<file path="src/rtl/clk_divider_param_if.sv">
// Control and status bundle for the parameterised clock divider.
// en/load/div_in come from the controlling side; q/tick/pending/div_active come from the divider.
interface clk_divider_param_if #(
    parameter int WIDTH = 8
);
    // load is a one-cycle strobe. There is no back-pressure: every sampled load is
    // accepted into the pending slot, and a later load overwrites an earlier one.
    logic             en;
    logic             load;
    logic [WIDTH-1:0] div_in;
    logic             q;
    logic             tick;
    logic             pending;
    logic [WIDTH-1:0] div_active;

    modport master (
        output en,
        output load,
        output div_in,
        input  q,
        input  tick,
        input  pending,
        input  div_active
    );

    modport slave (
        input  en,
        input  load,
        input  div_in,
        output q,
        output tick,
        output pending,
        output div_active
    );
endinterface

</file>
<file path="src/rtl/clk_divider_param.sv">
// Integer clock divider whose ratio can change at runtime. A new ratio is staged in a
// pending slot and takes effect only at a period boundary, so q never produces a runt phase.
module clk_divider_param #(
    parameter int WIDTH       = 8,
    parameter int DEFAULT_DIV = 2
) (
    input logic               clk,
    input logic               rst,
    clk_divider_param_if.slave bus
);
    localparam logic [WIDTH-1:0] DEF_RATIO = WIDTH'(DEFAULT_DIV);
    localparam logic [WIDTH-1:0] MIN_RATIO = WIDTH'(2);

    logic [WIDTH-1:0] cnt, cnt_nx;
    logic [WIDTH-1:0] div_active, div_active_nx;
    logic [WIDTH-1:0] pend_ratio, pend_ratio_nx;
    logic             pend, pend_nx;
    logic             q, q_nx;
    logic             tick, tick_nx;
    logic [WIDTH-1:0] high;
    logic [WIDTH-1:0] load_ratio;
    logic             boundary;

    // high = ceil(N/2): the odd leftover cycle goes to the high phase
    always_comb high = div_active - (div_active >> 1);

    always_comb load_ratio = (bus.div_in < MIN_RATIO) ? MIN_RATIO : bus.div_in;

    always_comb boundary = bus.en && (cnt == div_active - WIDTH'(1));

    always_comb begin
        cnt_nx        = cnt;
        q_nx          = q;
        tick_nx       = 1'b0;
        div_active_nx = div_active;
        pend_ratio_nx = pend_ratio;
        pend_nx       = pend;

        if (boundary) begin
            cnt_nx  = '0;
            q_nx    = 1'b1;
            tick_nx = 1'b1;
            if (pend) begin
                div_active_nx = pend_ratio;
            end
        end else if (bus.en) begin
            cnt_nx = cnt + WIDTH'(1);
            q_nx   = (cnt_nx < high);
        end

        // A load on the boundary edge is staged for the following boundary; whatever
        // was pending before the edge is what gets applied above.
        if (bus.load) begin
            pend_ratio_nx = load_ratio;
            pend_nx       = 1'b1;
        end else if (boundary && pend) begin
            pend_nx = 1'b0;
        end
    end

    always_ff @(posedge clk) begin
        if (rst) begin
            cnt        <= DEF_RATIO - WIDTH'(1);
            div_active <= DEF_RATIO;
            pend_ratio <= DEF_RATIO;
            pend       <= 1'b0;
            q          <= 1'b0;
            tick       <= 1'b0;
        end else begin
            cnt        <= cnt_nx;
            div_active <= div_active_nx;
            pend_ratio <= pend_ratio_nx;
            pend       <= pend_nx;
            q          <= q_nx;
            tick       <= tick_nx;
        end
    end

    assign bus.q          = q;
    assign bus.tick       = tick;
    assign bus.pending    = pend;
    assign bus.div_active = div_active;

    a_tick_single: assert property (@(posedge clk) disable iff (rst) tick |=> !tick);
    a_ratio_legal: assert property (@(posedge clk) disable iff (rst) div_active >= MIN_RATIO);

endmodule
</file>
<file path="src/flat_wrapper.sv">
// flat-port wrapper written by rule: the top's interface ports become plain ports
module clk_divider_param_flat 
#(
    parameter int WIDTH       = 8,
    parameter int DEFAULT_DIV = 2
)
  (clk, rst, bus_en, bus_load, bus_div_in, bus_q, bus_tick, bus_pending, bus_div_active);
  clk_divider_param_if #(.WIDTH(WIDTH)) bus_i ();
  input logic clk;
  input logic rst;
  input wire logic [$bits(bus_i.en)-1:0] bus_en;
  input wire logic [$bits(bus_i.load)-1:0] bus_load;
  input wire logic [$bits(bus_i.div_in)-1:0] bus_div_in;
  output wire logic [$bits(bus_i.q)-1:0] bus_q;
  output wire logic [$bits(bus_i.tick)-1:0] bus_tick;
  output wire logic [$bits(bus_i.pending)-1:0] bus_pending;
  output wire logic [$bits(bus_i.div_active)-1:0] bus_div_active;
  assign bus_i.en = bus_en;
  assign bus_i.load = bus_load;
  assign bus_i.div_in = bus_div_in;
  assign bus_q = bus_i.q;
  assign bus_tick = bus_i.tick;
  assign bus_pending = bus_i.pending;
  assign bus_div_active = bus_i.div_active;
  clk_divider_param #(.WIDTH(WIDTH), .DEFAULT_DIV(DEFAULT_DIV)) u_core (.clk(clk), .rst(rst), .bus(bus_i));
endmodule
</file>
<file path="config.mk">
export PLATFORM = sky130hd
export DESIGN_NAME = clk_divider_param_flat
export DESIGN_NICKNAME = d
export VERILOG_FILES = /design/src/rtl/clk_divider_param_if.sv /design/src/rtl/clk_divider_param.sv /design/src/flat_wrapper.sv
export SDC_FILE = /design/constraint.sdc
export NUM_CORES = 1
export LEC_CHECK = 0
export CAP_MARGIN = 30
export CORE_MARGIN = 3
export CORE_UTILIZATION = 50
export DETAILED_ROUTE_END_ITERATION = 10
export PLACE_DENSITY = 0.72
export SYNTH_ARGS = -nofsm -noshare
export SYNTH_HDL_FRONTEND = slang
export SYNTH_SLANG_ARGS = --single-unit
export TNS_END_PERCENT = 30
</file>
<file path="constraint.sdc">
create_clock -name clk -period 2.5 [get_ports clk]
set_input_delay 0.375 -clock clk [delete_from_list [all_inputs] [get_ports clk]]
set_output_delay 0.375 -clock clk [all_outputs]
set_load 0.02 [all_outputs]
</file>
==> results of run 1 <==
-- worst max-delay path, delay by kind of cell (launching register included) --
family                     cells  cell delay (ns)
AOI/OAI and AO/OA              8             1.26
DFF                            1             0.40
buffers and inverters          1             0.05
xor gates and xnor gates       1             0.13
adders and majority gates      2             0.55
-- report_power, final --
part	internal, mW	leakage (nW)	switching [mW]	total [mW]
Combinational	0.323	0.788	0.331	0.654
Clock	0.114	0.0228	0.132	0.246
Sequential	0.471	0.223	0.0428	0.513
-- timing repair --
item                       CTS  global route
setup endpoints to repair    1            10
hold buffers                 0             0
buffers inserted             1             1
resized for setup            8            15
pin swaps                    7            11
-- state kept, by name, indices dropped and copies added, names as in the netlist --
name / cells
u_core.pend_ratio: 8
u_core.bus.div_active: 8
u_core.bus.q: 1
u_core.cnt: 8
u_core.bus.tick: 1
u_core.bus.pending: 1
-- cell usage in the layout, fill, tap and decap left out, types with 4 or more instances in the layout --
master	n
nand2_1	8
o21ai_0	4
xnor2_1	12
dfxtp_1	22
inv_1	13
nand3_1	4
xor2_1	19
ha_1	19
nor2_1	28
mux2i_1	14
a21oi_1	4
clkdlybuf4s50_1	22
buf_4	14
and3_1	4
-- synthesized netlist by cell type (2+ instances only) --
master    count  area, sq um
a211oi_1      2        15.01
a21oi_1       6        30.03
and3_1        4        25.02
clkbuf_1      5        18.77
dfxtp_1      27        540.5
ha_1         23        287.8
inv_1        16        60.06
mux2i_1      14        140.1
nand2_1       8        30.03
nand2b_1      3        18.77
nand3_1       4        20.02
nor2_1       28        105.1
o21ai_0       8        40.04
o21bai_1      2        15.01
xnor2_1      12        105.1
xor2_1       19        166.4
-- per-stage QoR --
stage / hold WS [ns] / worst slack (ns)
final: 0.4890 / 0.03540
after floorplan: 0.4488 / 0.004968
after global placement: 0.4609 / 0.05047
after global routing: 0.5379 / -0.1395
after detailed placement: 0.4818 / -0.1490
after CTS: 0.4911 / 0.005191
-- metal layers --
metal,vias to the layer above,track usage
li1,745,-
met1,696,0.2497
met2,29,0.3577
met3,9,0.03204
met4,0,0.09645
met5,-,0
-- how the worst max path moves through the flow --
stage,startpoint,to,cells after the start
6_report,u_core.bus.div_active[1]$_SDFFE_PP1P_,u_core.bus.q$_SDFFE_PP0P_,12
5_1_grt,u_core.bus.div_active[1]$_SDFFE_PP1P_,u_core.bus.q$_SDFFE_PP0P_,12
4_1_cts,u_core.bus.div_active[1]$_SDFFE_PP1P_,u_core.bus.q$_SDFFE_PP0P_,12
3_5_place_dp,u_core.bus.div_active[1]$_SDFFE_PP1P_,u_core.bus.q$_SDFFE_PP0P_,12
3_3_place_gp,u_core.bus.div_active[1]$_SDFFE_PP1P_,u_core.bus.q$_SDFFE_PP0P_,12
2_1_floorplan,u_core.bus.div_active[1]$_SDFFE_PP1P_,u_core.bus.q$_SDFFE_PP0P_,12
-- layout make-up --
cell class	instances	share of cell area
Clock buffer	4	0.01923
Tap cell	46	0.02457
Timing Repair Buffer	36	0.1389
Inverter	16	0.02778
Sequential cell	27	0.2356
Multi-Input combinational cell	153	0.5540
-- cells by family after synthesis --
kind of cell | Yosys count
xor+xnor | 31
fa+ha+maj | 24
buf+inv | 22
flops | 27
simple gates | 57
mux | 14
compound gates | 27
==> reports/results.ini, run 1 <==
[yosys]
simple_gate_area_share_of_the_yosys_netlist = 0.1593
post_synth_xor_area_fraction = 0.1477
syn_area_sq_mm = 0.001838
ys_async_sr_fraction = 0
postSynthCellCount = 202
post_synth.cell_area_avg_sq_um = 9.099
synth_cell_types = 37
ys_seq_area_frac = 0.2941
ys_warn_count = 0
muxShareOfSynthArea = 0.07624
postSynthRegisterBits = 27
synth-compound-area-share = 0.1062
synth_top_family_by_area = adder cells
synth-adder-area-share = 0.1675
ys.flop_type = dfxtp_1
edff_count_synth = 0
synthesis.nets = 238

[worst_setup_path]
cp.arrival_ns = 2.67
r2r.worst_path.cells = 12
path_cells = inv_4, ha_4, o21ba_4, o21ai_4, a221oi_2, o21bai_1, a21oi_2, xnor2_1, ha_1, a2111oi_4, a21oi_2, o21ai_1
worstReg2RegEnd = u_core.bus.q$_SDFFE_PP0P_
worst_path_max_delay_cell = dfxtp_4
regToRegSetupSlack_ns = 0.04
worstSetupPathType = reg -> reg
crit-reg2reg-launch = u_core.bus.div_active[1]$_SDFFE_PP1P_
worstPathMaxFanout = 5
worst_path_most_repeated_cell = a21oi_2
critical_path.endpoint_type = flop
cpPeakStageDelay_ns = 0.40
type_of_element_launching_the_critical_path = flop
required_time_worst_endpoint_ns = 2.71

[floorplan]
fp.dieArea_sq_mm = 0.004440
rows = 21
core_area_sq_mm = 0.003442
initial_utilization = 0.5340
num_io_pins = 23
die_w_um = 66.63
die_height_um = 66.63

[clocking]
cts.sink_count = 27
cts-htree-levels = 1
clkSlewWorstSetupHoldPaths_ns = 0.09
cts_inserted_buffers = 3
cts_max_path_buffers = 2
cts_root_buf = clkbuf_8
cts_tree = built
clkLatencyLatePin_ns = 0.27

[drt]
drt_wl_total_um = 4211
dr_total_vias = 1479
top_layer = met4
route.layer.met1.wl_um = 1937
met3WireLength_um = 129
antenna_left = 0
pre_repair_dr_iteration_count = 4
met2_wire_len_um = 2060
iteration_0_drc_count_of_the_detailed_router = 51
vias_per_cell = 5.245
drc = 0
routedWlPerCell_um = 14.93

[placement]
placed_cells = 276
number_of_buffers_added_on_ports = 22
dpl-instance-area_sq_mm = 0.002192
dp_hpwl_um = 3295
place.gp.congestion = 0.9255

[grt]
grt_overflow_total = 0
grt_pass1_vias = 1557
number_of_antenna_violations_at_the_first_check_in_global_routing = 0
grt_usage = 0.2073
grt_first_pass_wirelength_um = 6996
grt_start_max_net_pins = 21

[min_path]
worst_hold_path_type = reg -> reg
holdCritStartpoint = u_core.pend_ratio[0]$_SDFFE_PP0P_
timing.hold.worst_path_depth = 2
worst_min_delay_path_endpoint = u_core.pend_ratio[0]$_SDFFE_PP0P_

[layout]
final_core_util = 0.6805
layout-drive-gt1-share = 0.1864
antenna_cells_inserted = 0
finish.net_count = 273
register_area_sq_um = 551.8
post_layout_nonfiller_instances = 282
final_area_sq_mm = 0.002342
fillerInstances = 302
area_growth_pct = 27.43
multi_input_area_sq_mm = 0.001297

[timing]
fin_crit_ns = 2.465
achievable-frequency_mhz = 405.7
timing_max_transition_violations_final = 0
final.setup_skew_ns = 0.004975
setup-tns-final_ns = 0
max_slew.worst_pin.slew_ns = 0.6281
final_min_period_over_clock_period = 0.9858
hold_viol_final = 0
max-slew-margin-rel = 0.5768
rsz0062_at_grt = yes
report.final.setup_viol = 0

[power]
total_power_mw = 1.414
ir_worst_vdd_v = 0.0003392
total_leakage_power_nw = 1.034
powerDensity_mw_per_mm2 = 603.5

[flow_run]
max_cap_violations = 0

[outcome]
run_status = completed

Power figures use the tool's default switching activity.
==> run 2: changes to the inputs <==
Settings changed: CELL_PAD_IN_SITES_DETAIL_PLACEMENT set to 1, CELL_PAD_IN_SITES_GLOBAL_PLACEMENT set to 1, CORE_UTILIZATION 50 to 38, PLACE_DENSITY 0.72 to 0.71.
==> reports/results.ini, run 2 (synthesized netlist as in run 1, its figures left out) <==
[timing]
max-slew-margin-rel = 0.5918  ; +0.01498
final.setup_skew_ns = 0.006578  ; +0.001604 ns
report.final.setup_viol = 0  ; unchanged
max_slew.worst_pin.slew_ns = 0.6059  ; -0.02223 ns
final_min_period_over_clock_period = 0.9898  ; +0.003965
timing_max_transition_violations_final = 0  ; unchanged
fin_crit_ns = 2.475  ; +0.009913 ns
achievable-frequency_mhz = 404.1  ; -0.40%
rsz0062_at_grt = yes
post-route-worst-setup-slack_ns = 0.02549  ; -0.009913 ns
hold_viol_final = 0  ; unchanged

[clocking]
cts_tree = built
clkSlewWorstSetupHoldPaths_ns = 0.09  ; about the same
total_of_hold_buffers_inserted_after_clock_tree_synthesis = 0  ; unchanged
cts-htree-levels = 1  ; unchanged
cts.sink_count = 27  ; unchanged
cts_root_buf = clkbuf_8
cts_max_path_buffers = 2  ; unchanged
cts_inserted_buffers = 3  ; unchanged
clkLatencyLatePin_ns = 0.27  ; about the same

[drt]
drt_wl_total_um = 4660  ; +11%
vias_per_cell = 5.169  ; -1.4%
pre_repair_dr_iteration_count = 4  ; unchanged
iteration_0_drc_count_of_the_detailed_router = 24  ; -53%
drc = 0  ; unchanged
routedWlPerCell_um = 16.07  ; +7.6%
dr_total_vias = 1499  ; +1.4%
antenna_left = 0  ; unchanged

[worst_setup_path]
worst_path_dominant_cell_family = compound AO/OA/AOI/OAI gates
critical_path.endpoint_type = flop
cp.arrival_ns = 2.68  ; about the same
type_of_element_launching_the_critical_path = flop
path_buf_inv = 1  ; unchanged
worstPathMaxFanout = 4  ; -1
worst_path_max_delay_cell = dfxtp_4
path_cells = inv_1, ha_1, o21ba_2, o21ai_4, a221oi_2, o21bai_1, a21oi_1, xnor2_1, ha_1, a2111oi_4, a21oi_1, o21ai_0
required_time_worst_endpoint_ns = 2.70  ; about the same
cpPeakStageDelay_ns = 0.36  ; -0.04 ns
worstSetupPathType = reg -> reg

[grt]
grt_start_max_net_pins = 19  ; -9.5%
number_of_antenna_violations_at_the_first_check_in_global_routing = 0  ; unchanged
grt_usage = 0.1807  ; -0.02660
grt_overflow_total = 0  ; unchanged
grt_pass1_vias = 1641  ; +5.4%
grt_first_pass_wirelength_um = 7852  ; +12%

[layout]
final_area_sq_mm = 0.002340  ; -0.11%
antenna_cells_inserted = 0  ; unchanged
layout-drive-gt1-share = 0.1681  ; -0.01837
layout_top_registers = u_core.bus.div_active (8), u_core.cnt (8), u_core.pend_ratio (8)
final_common_cell = nor2_1
area_growth_pct = 27.30
post_layout_nonfiller_instances = 290  ; +2.8%
finish.net_count = 275  ; +0.73%
layout_common_cells = nor2_1, clkdlybuf4s50_1, dfxtp_1

[flow_run]
max_cap_violations = 0  ; unchanged

[placement]
number_of_buffers_added_on_ports = 22  ; unchanged
place_worst_setup_slack_ns = -0.1010  ; +0.04807 ns
place.gp.congestion = 0.8057  ; -13%
dp_hpwl_um = 3701  ; +12%
placed_cells = 285  ; +3.3%
dpl-instance-area_sq_mm = 0.002235  ; +1.9%

[floorplan]
die_w_um = 75.55  ; +13%
core_area_sq_mm = 0.004504  ; +31%
num_io_pins = 23  ; unchanged
fp.dieArea_sq_mm = 0.005707  ; +29%
rows = 24  ; +14%
die_height_um = 75.55  ; +13%
initial_utilization = 0.4081  ; -0.1259

[outcome]
run_status = completed

[power]
powerDensity_mw_per_mm2 = 603.7  ; about the same
ir_worst_vdd_v = 0.0002879  ; -15%
total_leakage_power_nw = 1.045  ; +1.1%

[min_path]
worst_hold_path_type = reg -> reg

[run 2: changes by cell type in the layout (fill, tap and decap cells not counted), sizes merged]
cell / previous run / this run
buf: 14 / 16
[run 2: what timing repair did]
item | in CTS | in global routing
gates resized for setup | 10 | 3
endpoints found under the hold margin | 0 | 0
buffers inserted | 0 | 1
endpoints found under the setup margin | 1 | 13
pin swaps | 7 | 3
[run 2: worst register-to-register path, delay by kind of cell (launching register included)]
kind	cells	cell delay, ns
xor gates and xnor gates	1	0.14
adders and majority gates	2	0.58
buffers and inverters	1	0.08
DFF	1	0.36
AOI/OAI and AO/OA	8	1.25
[run 2: per-layer routing]
metal | routed length, um | track usage
met3 | 126 | 0.02770
met1 | 2145 | 0.2288
met5 | 0 | 0
met4 | 27 | 0.02913
met2 | 2360 | 0.3279
[run 2: through the flow]
step                      hold WS (ns)  power, mW  setup TNS (ns)  utilization
after floorplan                 0.4488     0.9066               0            -
after global placement          0.4678      1.101               0       0.4961
after detailed placement        0.4854      1.126         -0.1010       0.4961
after CTS                       0.5068      1.424               0       0.5156
after global routing            0.5270      1.516         -0.1643       0.5194
final                           0.5014      1.412               0       0.5194
[run 2: power by group]
group          total, mW  leakage [nW]  internal [mW]  switching [mW]
logic              0.655         0.800          0.322           0.333
clock network      0.246        0.0228          0.114           0.132
registers          0.512         0.223          0.471          0.0414
[run 2: cell type report]
type,instances,area (sq um)
Fill cell,532,2165
Multi-Input combinational cell,153,1265
Sequential cell,27,551.8
Timing Repair Buffer,38,352.8
Tap cell,52,65.06
Inverter,16,60.06
Clock buffer,4,45.04
[run 2: path summary, 6_finish.rpt]
| check | slack [ns] | to | cells after the start | from |
|---|---|---|---|---|
| setup / recovery | 0.03 | u_core.bus.q$_SDFFE_PP0P_ | 12 | u_core.bus.div_active[2]$_SDFFE_PP0P_ |
| hold / removal | 0.50 | u_core.pend_ratio[0]$_SDFFE_PP0P_ | 2 | u_core.pend_ratio[0]$_SDFFE_PP0P_ |
| setup reg to reg | 0.03 | u_core.bus.q$_SDFFE_PP0P_ | 12 | u_core.bus.div_active[2]$_SDFFE_PP0P_ |
| hold reg to reg | 0.50 | u_core.pend_ratio[0]$_SDFFE_PP0P_ | 2 | u_core.pend_ratio[0]$_SDFFE_PP0P_ |
